### config.mk
export PLATFORM = sky130hd
export DESIGN_NAME = xbar_sched
export DESIGN_NICKNAME = d
export VERILOG_FILES = /design/src/rtl/xbar_sched_pkg.sv /design/src/rtl/xbar_sched_rr_arbiter.sv /design/src/rtl/xbar_sched.sv
export SDC_FILE = /design/constraint.sdc
export NUM_CORES = 1
export LEC_CHECK = 0
export ABC_AREA = 1
export CORE_AREA = 4 4 103 86
export DETAILED_ROUTE_END_ITERATION = 8
export DIE_AREA = 0 0 107 90
export PLACE_DENSITY_LB_ADDON = 0.25
export SLEW_MARGIN = 20
export SYNTH_ARGS = -nofsm -noshare
export SYNTH_HDL_FRONTEND = slang
export SYNTH_SLANG_ARGS = --single-unit
### constraint.sdc
create_clock -name clk_i -period 2.7 [get_ports clk_i]
set_input_delay 0.54 -clock clk_i [delete_from_list [all_inputs] [get_ports clk_i]]
set_output_delay 0.54 -clock clk_i [all_outputs]
set_load 0.05 [all_outputs]
### src/rtl/xbar_sched_pkg.sv
// Shared types for the crossbar scheduler: index widths, per-output FSM state
// and the round-robin pointer increment.
package xbar_sched_pkg;

    localparam int NUM_INPUT_DFLT  = 4;
    localparam int NUM_OUTPUT_DFLT = 4;

    typedef logic [$clog2(NUM_INPUT_DFLT)-1:0]  in_idx_t;
    typedef logic [$clog2(NUM_OUTPUT_DFLT)-1:0] out_idx_t;

    typedef enum logic {
        IDLE = 1'b0,
        BUSY = 1'b1
    } state_t;

    // Explicit wrap so non-power-of-two requester counts stay in range.
    function automatic int unsigned wrap_inc(input int unsigned idx, input int unsigned n);
        return (idx == n - 1) ? 0 : idx + 1;
    endfunction

endpackage

### src/rtl/xbar_sched_rr_arbiter.sv
// Combinational round-robin pick: first set request at or after ptr_i,
// searching upward with wrap. Returns one-hot and encoded grant.
module rr_arbiter #(
    parameter int NUM_REQ = 4
) (
    input  logic [NUM_REQ-1:0]         req_i,
    input  logic [$clog2(NUM_REQ)-1:0] ptr_i,
    output logic [NUM_REQ-1:0]         gnt_oh_o,
    output logic [$clog2(NUM_REQ)-1:0] gnt_idx_o
);
    localparam int IW = $clog2(NUM_REQ);

    logic          found;
    logic [IW-1:0] idx;

    always_comb begin
        gnt_oh_o  = '0;
        gnt_idx_o = '0;
        found     = 1'b0;
        idx       = '0;
        for (int k = 0; k < NUM_REQ; k++) begin
            idx = IW'((int'(ptr_i) + k) % NUM_REQ);
            if (!found && req_i[idx]) begin
                found         = 1'b1;
                gnt_oh_o[idx] = 1'b1;
                gnt_idx_o     = idx;
            end
        end
    end

endmodule

### src/rtl/xbar_sched.sv
// Per-output round-robin scheduler driving the xbar select vector; each output
// holds its grant until the consumer accepts or the requester withdraws.
//
// state | meaning
// IDLE  | no grant; arbitrate among requesters targeting this output
// BUSY  | grant held in gnt_q, waiting for out_ready_i
module xbar_sched
    import xbar_sched_pkg::*;
#(
    parameter int NUM_INPUT  = NUM_INPUT_DFLT,
    parameter int NUM_OUTPUT = NUM_OUTPUT_DFLT
) (
    input  logic                                         clk_i,
    input  logic                                         rst_i,
    input  logic [NUM_INPUT-1:0]                         req_valid_i,
    input  logic [NUM_INPUT-1:0][$clog2(NUM_OUTPUT)-1:0] req_dest_i,
    output logic [NUM_INPUT-1:0]                         req_ready_o,
    output logic [NUM_OUTPUT-1:0]                        out_valid_o,
    input  logic [NUM_OUTPUT-1:0]                        out_ready_i,
    output logic [NUM_OUTPUT-1:0][$clog2(NUM_INPUT)-1:0] select_vector_o
);
    localparam int IW = $clog2(NUM_INPUT);
    localparam int OW = $clog2(NUM_OUTPUT);

    state_t         state_q [NUM_OUTPUT];
    state_t         state_d [NUM_OUTPUT];
    logic [IW-1:0]  gnt_q   [NUM_OUTPUT];
    logic [IW-1:0]  gnt_d   [NUM_OUTPUT];
    logic [IW-1:0]  ptr_q   [NUM_OUTPUT];
    logic [IW-1:0]  ptr_d   [NUM_OUTPUT];

    logic [NUM_INPUT-1:0] cand    [NUM_OUTPUT];
    logic [NUM_INPUT-1:0] arb_oh  [NUM_OUTPUT];
    logic [IW-1:0]        arb_idx [NUM_OUTPUT];

    always_comb begin
        for (int o = 0; o < NUM_OUTPUT; o++) begin
            cand[o] = '0;
            for (int i = 0; i < NUM_INPUT; i++) begin
                cand[o][i] = req_valid_i[i] && (req_dest_i[i] == OW'(o));
            end
        end
    end

    for (genvar o = 0; o < NUM_OUTPUT; o++) begin : g_arb
        rr_arbiter #(
            .NUM_REQ (NUM_INPUT)
        ) u_arb (
            .req_i     (cand[o]),
            .ptr_i     (ptr_q[o]),
            .gnt_oh_o  (arb_oh[o]),
            .gnt_idx_o (arb_idx[o])
        );
    end

    logic hold;

    always_comb begin
        req_ready_o = '0;
        hold        = 1'b0;
        for (int o = 0; o < NUM_OUTPUT; o++) begin
            state_d[o]         = state_q[o];
            gnt_d[o]           = gnt_q[o];
            ptr_d[o]           = ptr_q[o];
            out_valid_o[o]     = 1'b0;
            select_vector_o[o] = gnt_q[o];
            case (state_q[o])
                IDLE: begin
                    if (|arb_oh[o]) begin
                        gnt_d[o]   = arb_idx[o];
                        state_d[o] = BUSY;
                    end
                end
                BUSY: begin
                    // A withdrawn request suppresses valid in the same cycle so
                    // the consumer never sees data the requester no longer drives.
                    hold           = req_valid_i[gnt_q[o]];
                    out_valid_o[o] = hold && !rst_i;
                    if (!hold) begin
                        state_d[o] = IDLE;
                    end else if (out_ready_i[o]) begin
                        if (!rst_i) begin
                            req_ready_o[gnt_q[o]] = 1'b1;
                        end
                        ptr_d[o]   = IW'(wrap_inc(32'(gnt_q[o]), NUM_INPUT));
                        state_d[o] = IDLE;
                    end
                end
                default: state_d[o] = IDLE;
            endcase
        end
    end

    always_ff @(posedge clk_i) begin
        for (int o = 0; o < NUM_OUTPUT; o++) begin
            if (rst_i) begin
                state_q[o] <= IDLE;
                gnt_q[o]   <= '0;
                ptr_q[o]   <= '0;
            end else begin
                state_q[o] <= state_d[o];
                gnt_q[o]   <= gnt_d[o];
                ptr_q[o]   <= ptr_d[o];
            end
        end
    end

endmodule

==> summary.txt, run 1 <==
Finish
  – Area Overhead vs Synth: 27.8%
  – Antenna cells: 0
  – Layout fillers: 850
  – Fin nets: 564
  – Share of layout cells above drive strength 1: 14.2%
  – Fin cells: 616

Setup path
  – Most common cell on crit path: nand2_1
  – Kind of cell adding the most delay to the critical path: buffers and inverters
  – Setup slack, reg-to-reg: 0.54 ns
  – FF-to-FF Start: ptr_q[1][0]$_SDFFE_PP0P_
  – CP Capture Type: output pin
  – CP required: 2.16 ns
  – Crit path launch type: input pin
  – Worst path cell trace: clkdlybuf4s15_1 -> a21oi_1 -> o21ai_1 -> nand2_1 -> nor3_4 -> nand2_1 -> a41oi_2 -> buf_12
  – CP max FO: 6
  – CP max stage cell: clkdlybuf4s15_1
  – Setup crit start: req_valid_i[3]
  – Setup CP Type: input pin to output pin
  – Critical Path AT: 2.02 ns
  – Slowest Stage Delay on Critical Path: 0.35 ns
  – CP Buf/Inv Count: 2

Detailed routing
  – Routed WL per cell: 12.4 um
  – Vias/cell: 5.00
  – Post-Route M1 WL: 4030 um
  – Initial drt markers: 165
  – Metal3 WL: 479 um
  – Final WL: 7620 um
  – Max layer used: met4
  – Met2 wire length: 3010 um
  – Via count: 3079
  – DRC Markers: 0
  – Detailed Routing Iterations Pass 1: 5
  – Antenna viol nets, final: 0

Yosys
  – Yosys warning count: 0
  – Netlist cell types: 30
  – Yosys top cell area share: 16.8%
  – Async SR Flop Fraction: 0%
  – Number of flops mapped to enable cells by yosys: 0
  – Mapped cell area: 2690 um^2
  – Synth area leaders: ha_1 17%, nand2_1 17%, dfxtp_1 15%
  – Syn_area_per_cell: 5.90 um^2
  – Main synth FF type: dfxtp_1
  – Post-Syn Nets: 509
  – Synth Instances: 455
  – Count leader, synth: nand2_1
  – Post-synthesis sequential area ratio: 14.9%
  – Cell taking the most area after synthesis: ha_1
  – Synth top cells by count: 120 x nand2_1, 78 x nand3_1, 47 x nor2_1
  – Register bit total from synthesis: 20

Place
  – Placed Cells: 605
  – DPL Wire Length: 6110 um
  – Port bufs: 33
  – GPL Wtd Cong: 0.892

Global route
  – Overflow after GRT: 0
  – Initial antenna violation count: 0
  – Pin count of the biggest net entering global routing: 14
  – First-pass GRT wire length: 12900 um
  – Vias in the first global route: 2769
  – Total GRT Usage: 15.7%

STA
  – Final min period: 2.56 ns
  – Slew HR: 66.2%
  – Final Cycle Share: 94.6%
  – Max Clock Skew: 0.000844 ns
  – Final hold vios: 0
  – # setup viols final: 0
  – Max Freq: 0.391 GHz
  – RSZ-0062 raised after global routing: no
  – Slew Limit Fails: 0
  – Worst-Margin Slew: 0.506 ns

Die
  – I/O pin cnt: 34
  – Core area: 7760 um^2
  – # rows: 29
  – Die Width: 107 um
  – Die H: 90 um
  – DIE AREA: 9630 um^2
  – Initial Util: 34.6%

Power
  – Power per Cell Area: 749 nW/um^2
  – Tot Pwr: 0.00257 W
  – Pleak: 1.63 nW
  – VDD IR-drop max: 423 uV

Clock network
  – TritonCTS clock tree: done
  – Total CTS buffers: 3
  – Clk buf depth: 2
  – # hold bufs at CTS: 0
  – Clk root buf: clkbuf_8
  – Sinks on Clock Net: 20
  – Worst-Skew Late Latency: 0.25 ns
  – CTS H-tree lvls: 1
  – Reg clk slew, reported paths: 0.07 ns

Min path
  – Hold crit path type: flip-flop to flip-flop
  – Worst Hold Launch: state_q[2]$_SDFF_PP0_

Run status
  – Status: complete, no violations

Run
  – Max_cap viols: 0
stage by stage:
step	setup TNS (ns)	worst slack, ns	instance area (um^2)	hold WS, ns	util, %
6_report	0	0.145	3430	0.513	44.2
5_1_grt	0	0.00178	3430	0.557	44.2
4_1_cts	0	0.124	3430	0.513	44.2
3_5_place_dp	-0.465	-0.157	3330	0.503	42.9
3_3_place_gp	-0.390	-0.105	3330	0.488	42.9
2_1_floorplan	0	0.0154	2710	0.463	-
path summary, 6_finish.rpt:
path,to,depth (start not counted)
worst max-delay path,req_ready_o[0],8
worst min-delay path,state_q[2]$_SDFF_PP0_,2
worst max register to register,gnt_q[1][1]$_SDFFE_PP0P_,12
worst min register to register,state_q[2]$_SDFF_PP0_,2
worst register-to-register path, stage by stage, from the launching register on:
cell,delay (ns)
dfxtp_1,0.60
inv_2,0.19
ha_1,0.41
inv_1,0.12
nand3_1,0.08
nand2_1,0.10
nand2_1,0.06
a21oi_1,0.13
nand2_1,0.08
nand2_2,0.10
nand3_1,0.08
nand2_1,0.07
nor2_1,0.04
cells in the final DEF (no fill, tap or decap), drive strengths merged:
cell type      instances
a21oi                 25
a22oi                  1
a41oi                  2
buf                   34
clkbuf                 4
clkdlybuf4s15          1
clkdlybuf4s50         21
dfxtp                 20
dlygate4sd2            2
ha                    36
inv                   47
nand2                132
nand3                 80
nand4                 14
nor2                  49
nor3                   2
o211ai                 2
o21ai                 26
o21bai                 1
o22ai                  1
or2                    3
or3                    3
or4                    2
report_power, final:
| group | total [W] | internal, W | switching, W |
|---|---|---|---|
| clock | 0.000194 | 0.0000991 | 0.0000945 |
| combinational | 0.00183 | 0.000719 | 0.00111 |
| sequential | 0.000544 | 0.000394 | 0.000150 |
layer usage:
layer | up-vias | GRT usage (%)
met5 | - | 0
met4 | 0 | 2.45
met3 | 8 | 2.36
met2 | 91 | 22.1
met1 | 1362 | 25.0
li1 | 1618 | -
kinds of logic after synthesis:
group	count (synthesis)	share of synthesized area, %
simple gates	285	47.9
compound gates	58	11.5
buf+inv	56	8.90
fa+ha+maj	36	16.8
flops	20	14.9
area by class of cell:
class / instances / area, um^2 / share of cell area, %
multi-input cells: 379 / 2070 / 60.5
clock buffers: 3 / 41.3 / 1.20
well taps: 108 / 135 / 3.94
flip-flops and latches: 20 / 403 / 11.7
inverters: 47 / 179 / 5.22
repair buffers: 59 / 598 / 17.4
registers in the layout (all words and copies together), names as in the netlist:
name / cells
ptr_q: 8
state_q: 4
gnt_q: 8
repair_timing:
| action | 4_1_cts | 5_1_grt |
|---|---|---|
| endpoints found under the setup margin | 4 | 3 |
| pin swaps | 6 | 0 |
| resized for setup | 8 | 3 |
| buffers inserted | 8 | 0 |
No activity file was read; power rests on OpenSTA's default activity.
==> run 2, diff against run 1 <==
CAP_MARGIN = 5   (was not set)
clock period = 2.8 ns   (was 2.7 ns; I/O delays follow)
==> run 2 against run 1 <==
  * Design area shrank 1.4%
  * Critical endpoint is now req_ready_o[3]
  * Die area is the same
  * Flip-flop and latch count is the same
  * Setup slack gained 0.058 ns
  * Largest cell class unchanged
  * Clock-buffer cell count is the same
==> summary.txt, run 2 (same netlist as run 1, synthesis figures left out) <==
Clock network
  – TritonCTS clock tree: done (unchanged)
  – Clk buf depth: 2 (unchanged)
  – Clk root buf: clkbuf_8 (unchanged)
  – Sinks on Clock Net: 20 (unchanged)
  – # hold bufs at CTS: 0 (unchanged)
  – Total CTS buffers: 3 (unchanged)
  – Worst-Skew Late Latency: 0.27 ns (was 0.25 ns)
  – CTS H-tree lvls: 1 (unchanged)
  – Reg clk slew, reported paths: 0.08 ns (was 0.07 ns)

Power
  – Gate power share: 69.9% (was 71.3%)
  – Pleak: 1.63 nW (about the same)
  – Clock share of power: 8.4% (was 7.5%)
  – Internal power: 0.00110 W (was 0.00121 W)
  – VDD IR-drop max: 461 uV (was 423 uV)
  – Power per Cell Area: 714 nW/um^2 (was 749 nW/um^2)
  – P_sw: 0.00131 W (was 0.00136 W)
  – Sw frac: 54.4% (was 52.9%)
  – Tot Pwr: 0.00242 W (was 0.00257 W)
  – Flop pwr share: 21.7% (was 21.2%)

Detailed routing
  – Vias/cell: 5.04 (was 5.00)
  – Detailed Routing Iterations Pass 1: 5 (unchanged)
  – Initial drt markers: 225 (was 165)
  – Antenna viol nets, final: 0 (unchanged)
  – Routed WL per cell: 12.7 um (was 12.4 um)
  – Via count: 3063 (was 3079)
  – Final WL: 7740 um (was 7620 um)
  – DRC Markers: 0 (unchanged)

Setup path
  – CP Buf/Inv Count: 4 (was 2)
  – Worst path cell trace: dlygate4sd2_1 -> buf_6 -> o21ai_0 -> o22ai_1 -> nand2_1 -> nor2_1 -> buf_4 -> nand2_1 -> a41oi_2 -> buf_12 (was clkdlybuf4s15_1 -> a21oi_1 -> o21ai_1 -> nand2_1 -> nor3_4 -> nand2_1 -> a41oi_2 -> buf_12)
  – Crit path launch type: input pin (unchanged)
  – Setup CP Type: input pin to output pin (unchanged)
  – Slowest Stage Delay on Critical Path: 0.26 ns (was 0.35 ns)
  – CP Capture Type: output pin (unchanged)
  – Most common cell on crit path: nand2_1 (unchanged)
  – CP required: 2.24 ns (was 2.16 ns)
  – Kind of cell adding the most delay to the critical path: buffers and inverters (unchanged)
  – CP max FO: 8 (was 6)
  – CP max stage cell: dlygate4sd2_1 (was clkdlybuf4s15_1)
  – Critical Path AT: 2.04 ns (was 2.02 ns)

STA
  – Max Clock Skew: 0.00146 ns (was 0.000844 ns)
  – Max Freq: 0.385 GHz
  – # setup viols final: 0 (unchanged)
  – Final Cycle Share: 92.8%
  – Worst-Margin Slew: 0.518 ns (was 0.506 ns)
  – RSZ-0062 raised after global routing: no (unchanged)
  – Final min period: 2.60 ns
  – Setup TNS: 0 ns (unchanged)
  – Slew HR: 65.3% (was 66.2%)
  – Slew Limit Fails: 0 (unchanged)
  – Final hold vios: 0 (unchanged)

Place
  – DPL Wire Length: 6260 um (was 6110 um)
  – Placed Cells: 604 (was 605)
  – Port bufs: 33 (unchanged)
  – GPL Wtd Cong: 0.905 (was 0.892)

Global route
  – First-pass GRT wire length: 13100 um (was 12900 um)
  – Pin count of the biggest net entering global routing: 14 (unchanged)
  – Total GRT Usage: 16.1% (was 15.7%)
  – Vias in the first global route: 2795 (was 2769)
  – Overflow after GRT: 0 (unchanged)
  – Initial antenna violation count: 0 (unchanged)

Run
  – Max_cap viols: 0 (unchanged)

Die
  – Initial Util: 34.6% (unchanged)
  – DIE AREA: 9630 um^2 (unchanged)
  – # rows: 29 (unchanged)
  – I/O pin cnt: 34 (unchanged)
  – Die Width: 107 um (unchanged)
  – Core area: 7760 um^2 (unchanged)
  – Die H: 90 um (unchanged)

Finish
  – Combined flip-flop and latch cell area: 402 um^2 (was 403 um^2)
  – Layout fillers: 827 (was 850)
  – Antenna cells: 0 (unchanged)
  – Top flop regs: gnt_q x8, ptr_q x8, state_q x4 (unchanged)
  – Most common cell after layout, fill and taps aside: nand2_1 (unchanged)
  – Area Overhead vs Synth: 26.0% (was 27.8%)
  – Area taken by multi-input logic gates: 2070 um^2 (about the same)
  – Commonest cells after routing, fill and taps aside: 120 x nand2_1, 78 x nand3_1, 45 x nor2_1 (unchanged)
  – Fin cells: 608 (was 616)
  – Fin nets: 556 (was 564)
  – Share of layout cells above drive strength 1: 12.0% (was 14.2%)
  – Finished Core Util: 43.6% (was 44.2%)

Min path
  – Hold crit path type: flip-flop to flip-flop (unchanged)

Run status
  – Status: complete, no violations (unchanged)
## run 2: cell count changes in the layout (fill, tap and decap cells not counted), sizes merged
cell / delta
clkdlybuf4s15: -1
buf: -8
dlygate4sd2: -1
clkbuf: -1
dlymetal6s2s: +3
## run 2: metrics by stage
| stage | hold WS, ns | setup WS [ns] | area [um^2] |
|---|---|---|---|
| after CTS | 0.501 | -0.0236 | 3360 |
| after detailed placement | 0.489 | -0.0590 | 3320 |
| after global routing | 0.527 | 0.108 | 3380 |
| after global placement | 0.490 | -0.0243 | 3320 |
| final | 0.501 | 0.203 | 3380 |
| after floorplan | 0.463 | 0.0248 | 2700 |
## run 2: final timing paths
path / end / from / slack (ns) / cells after the start
max: req_ready_o[3] / req_valid_i[2] / 0.20 / 10
min: state_q[2]$_SDFF_PP0_ / state_q[2]$_SDFF_PP0_ / 0.50 / 2
max reg2reg: gnt_q[1][0]$_SDFFE_PP0P_ / ptr_q[1][0]$_SDFFE_PP0P_ / 0.60 / 12
min reg2reg: state_q[2]$_SDFF_PP0_ / state_q[2]$_SDFF_PP0_ / 0.50 / 2
## run 2: area by class of cell
cell class	count	area share, %
multi-input combinational	379	61.2
timing repair buffer	51	16.4
sequential	20	11.9
inverter	47	5.29
tap	108	4.00
clock buffer	3	1.22
## run 2: power groups by stage
stage | Sequential [W] | Clock (W) | Combinational, W
after floorplan | 0.000614 | 0 | 0.00107
after global placement | 0.000531 | 0 | 0.00165
after detailed placement | 0.000531 | 0 | 0.00166
after CTS | 0.000525 | 0.000210 | 0.00168
after global routing | 0.000545 | 0.000216 | 0.00190
final | 0.000525 | 0.000203 | 0.00169
## run 2: per-layer routing
layer | GRT usage [%] | routed length, um | vias to the layer above
li1 | - | - | 1602
met1 | 25.0 | 4160 | 1377
met2 | 23.8 | 3160 | 77
met3 | 2.29 | 357 | 7
met4 | 2.66 | 61 | 0
met5 | 0 | 0 | -
## run 2: what timing repair did
action | 4_1_cts | 5_1_grt
gates cloned | 0 | 0
buffers inserted | 0 | 1
setup endpoints to repair | 4 | 5
pin swaps | 2 | 1
resized for setup | 3 | 4
## run 2: worst register-to-register path: cells and delay by family (launching register included)
| kind | cells | cell delay (ns) |
|---|---|---|
| compound gates | 1 | 0.14 |
| flops | 1 | 0.62 |
| simple gates | 8 | 0.58 |
| fa+ha+maj | 1 | 0.41 |
| buf+inv | 2 | 0.33 |
==> run 3, diff against run 2 <==
==> constraint.sdc (replaced) <==
create_clock -name clk_i -period 2.8 [get_ports clk_i]
set_input_delay 0.56 -clock clk_i [delete_from_list [all_inputs] [get_ports clk_i]]
set_output_delay 0.56 -clock clk_i [all_outputs]
set_load 0.005 [all_outputs]
==> run 3 against run 2 <==
  * Worst hold slack gained 0.010 ns
  * Combinational power shrank 10%
  * Non-clock buffer count grew 5
  * Wire length shrank 0.78%
  * Design area shrank 1.6%
  * Register-to-register slack is essentially flat
  * Setup slack lost 0.12 ns
  * First-iteration DRC count shrank 40%
  * Global-route usage shrank 0.52 points
==> summary.txt, run 3 (same netlist as run 1, synthesis figures left out) <==
Place
  – GPL Wtd Cong: 0.915 (was 0.905)
  – Cell Area, Placed: 3260 um^2 (was 3320 um^2)
  – Worst slack, placed: -0.459 ns (was -0.0590 ns)
  – DPL Wire Length: 6300 um (was 6260 um)
  – Port bufs: 33 (unchanged)

Global route
  – Vias in the first global route: 2801 (was 2795)
  – First-pass GRT wire length: 12800 um (was 13100 um)
  – M1 GR Usage: 23.7% (was 25.0%)
  – GRT met2 Usage: 23.6% (was 23.8%)
  – Total GRT Usage: 15.6% (was 16.1%)
  – GR peak layer: met1 (unchanged)
  – Initial antenna violation count: 0 (unchanged)
  – Pin count of the biggest net entering global routing: 14 (unchanged)
  – Routing usage on met3: 2.22% (was 2.29%)
  – Overflow after GRT: 0 (unchanged)

Setup path
  – Crit path launch type: input pin (unchanged)
  – Critical Path AT: 2.15 ns (was 2.04 ns)
  – CP max FO: 4 (was 8)
  – Setup CP Type: input pin to output pin (unchanged)
  – CP required: 2.24 ns (about the same)
  – CP Capture Type: output pin (unchanged)

Die
  – I/O pin cnt: 34 (unchanged)
  – Initial Util: 34.6% (unchanged)
  – Core area: 7760 um^2 (unchanged)
  – Die H: 90 um (unchanged)
  – DIE AREA: 9630 um^2 (unchanged)
  – Die Width: 107 um (unchanged)
  – # rows: 29 (unchanged)

Power
  – Internal power: 0.00109 W (was 0.00110 W)
  – Flop pwr share: 22.6% (was 21.7%)
  – Pleak: 1.63 nW (about the same)
  – Gate power share: 68.9% (was 69.9%)
  – Power per Cell Area: 662 nW/um^2 (was 714 nW/um^2)
  – P_sw: 0.00111 W (was 0.00131 W)
  – Sw frac: 50.3% (was 54.4%)
  – VDD IR-drop max: 455 uV (was 461 uV)
  – Clock share of power: 8.6% (was 8.4%)

Clock network
  – Total CTS buffers: 3 (unchanged)
  – Sinks on Clock Net: 20 (unchanged)
  – TritonCTS clock tree: done (unchanged)
  – Clk root buf: clkbuf_8 (unchanged)
  – Worst-Skew Late Latency: 0.26 ns (was 0.27 ns)
  – # hold bufs at CTS: 0 (unchanged)
  – Clk buf depth: 2 (unchanged)
  – Reg clk slew, reported paths: 0.07 ns (was 0.08 ns)
  – CTS H-tree lvls: 1 (unchanged)

Finish
  – Fin nets: 561 (was 556)
  – Area Overhead vs Synth: 24.0% (was 26.0%)
  – Antenna cells: 0 (unchanged)
  – Layout fillers: 848 (was 827)
  – Final Instance Area: 3330 um^2 (was 3380 um^2)
  – Commonest cells after routing, fill and taps aside: 120 x nand2_1, 78 x nand3_1, 46 x nor2_1 (was 120 x nand2_1, 78 x nand3_1, 45 x nor2_1)
  – Top flop regs: gnt_q x8, ptr_q x8, state_q x4 (unchanged)
  – Most common cell after layout, fill and taps aside: nand2_1 (unchanged)
  – Share of layout cells above drive strength 1: 11.7% (was 12.0%)

Detailed routing
  – DRC Markers: 0 (unchanged)
  – Initial drt markers: 136 (was 225)
  – Vias/cell: 4.93 (was 5.04)
  – Via count: 3020 (was 3063)
  – Antenna viol nets, final: 0 (unchanged)
  – Detailed Routing Iterations Pass 1: 5 (unchanged)
  – Final WL: 7680 um (was 7740 um)
  – Routed WL per cell: 12.5 um (was 12.7 um)

STA
  – Final hold vios: 0 (unchanged)
  – Max Freq: 0.368 GHz (was 0.385 GHz)
  – Final worst slack: 0.0851 ns (was 0.203 ns)
  – Max Clock Skew: 0.000809 ns (was 0.00146 ns)
  – Slew Limit Fails: 0 (unchanged)
  – Final min period: 2.71 ns (was 2.60 ns)
  – Worst-Margin Slew: 0.435 ns (was 0.518 ns)
  – # setup viols final: 0 (unchanged)
  – Final Cycle Share: 97.0% (was 92.8%)
  – Slew HR: 71.0% (was 65.3%)
  – RSZ-0062 raised after global routing: no (unchanged)

Min path
  – Hold crit path type: flip-flop to flip-flop (unchanged)

Run status
  – Status: complete, no violations (unchanged)

Run
  – Max_cap viols: 0 (unchanged)
## run 3: changes by cell type in the layout (fill, tap and decap cells not counted), moves of 3 or more
cell / before / now
buf_12: 8 / 0
buf_4: 17 / 23
clkdlybuf4s15_2: 0 / 3
clkdlybuf4s50_1: 21 / 25
o21ai_0: 15 / 12
o21ai_1: 11 / 14
## run 3: worst max-delay path: stages
cell and delay [ns]:
clkdlybuf4s15_2 0.23, inv_1 0.09, o211ai_1 0.20, nand2_1 0.13
buf_4 0.15, nor3_1 0.22, clkdlybuf4s50_1 0.57
## run 3: path summary, 6_finish.rpt
kind,start,to,slack [ns],depth (start not counted)
hold reg to reg,state_q[2]$_SDFF_PP0_,state_q[2]$_SDFF_PP0_,0.51,2
hold / removal,state_q[2]$_SDFF_PP0_,state_q[2]$_SDFF_PP0_,0.51,2
setup / recovery,req_valid_i[0],out_valid_o[2],0.09,7
setup reg to reg,ptr_q[0][0]$_SDFFE_PP0P_,gnt_q[0][1]$_SDFFE_PP0P_,0.59,11
## run 3: layout make-up
type | instances | area [um^2] | share of cell area [%]
tap | 108 | 135 | 4.06
inverter | 47 | 179 | 5.38
clock buffer | 3 | 41.3 | 1.24
multi-input combinational | 379 | 2060 | 62.0
timing repair buffer | 56 | 509 | 15.3
sequential | 20 | 400 | 12.0
## run 3: repair_timing
item | 4_1_cts | 5_1_grt
gates resized for setup | 16 | 7
endpoints found under the setup margin | 8 | 4
pin swaps | 2 | 2
cloned | 0 | 0
setup buffers | 1 | 0
## run 3: routing by layer
layer	vias up	wire length [um]
met5	-	0
met4	0	40
met3	4	397
met2	75	3200
met1	1327	4040
li1	1614	-
## run 3: power by group through the flow
| stage | logic (W) | clock network (W) | registers (W) |
|---|---|---|---|
| detailed placement | 0.00149 | 0 | 0.000502 |
| CTS | 0.00151 | 0.000197 | 0.000495 |
| floorplan | 0.00101 | 0 | 0.000478 |
| finish | 0.00152 | 0.000189 | 0.000497 |
| global route | 0.00173 | 0.000210 | 0.000516 |
| global placement | 0.00147 | 0 | 0.000501 |
## run 3: per-stage QoR
stage / power [W] / hold slack, ns / TNS (ns) / std cells / util [%]
2_1_floorplan: 0.00148 / 0.463 / 0 / 455 / -
3_3_place_gp: 0.00198 / 0.486 / -2.26 / 609 / 41.9
3_5_place_dp: 0.00199 / 0.495 / -2.38 / 609 / 41.9
4_1_cts: 0.00220 / 0.507 / 0 / 613 / 42.7
5_1_grt: 0.00246 / 0.552 / 0 / 613 / 42.9
6_report: 0.00220 / 0.512 / 0 / 613 / 42.9
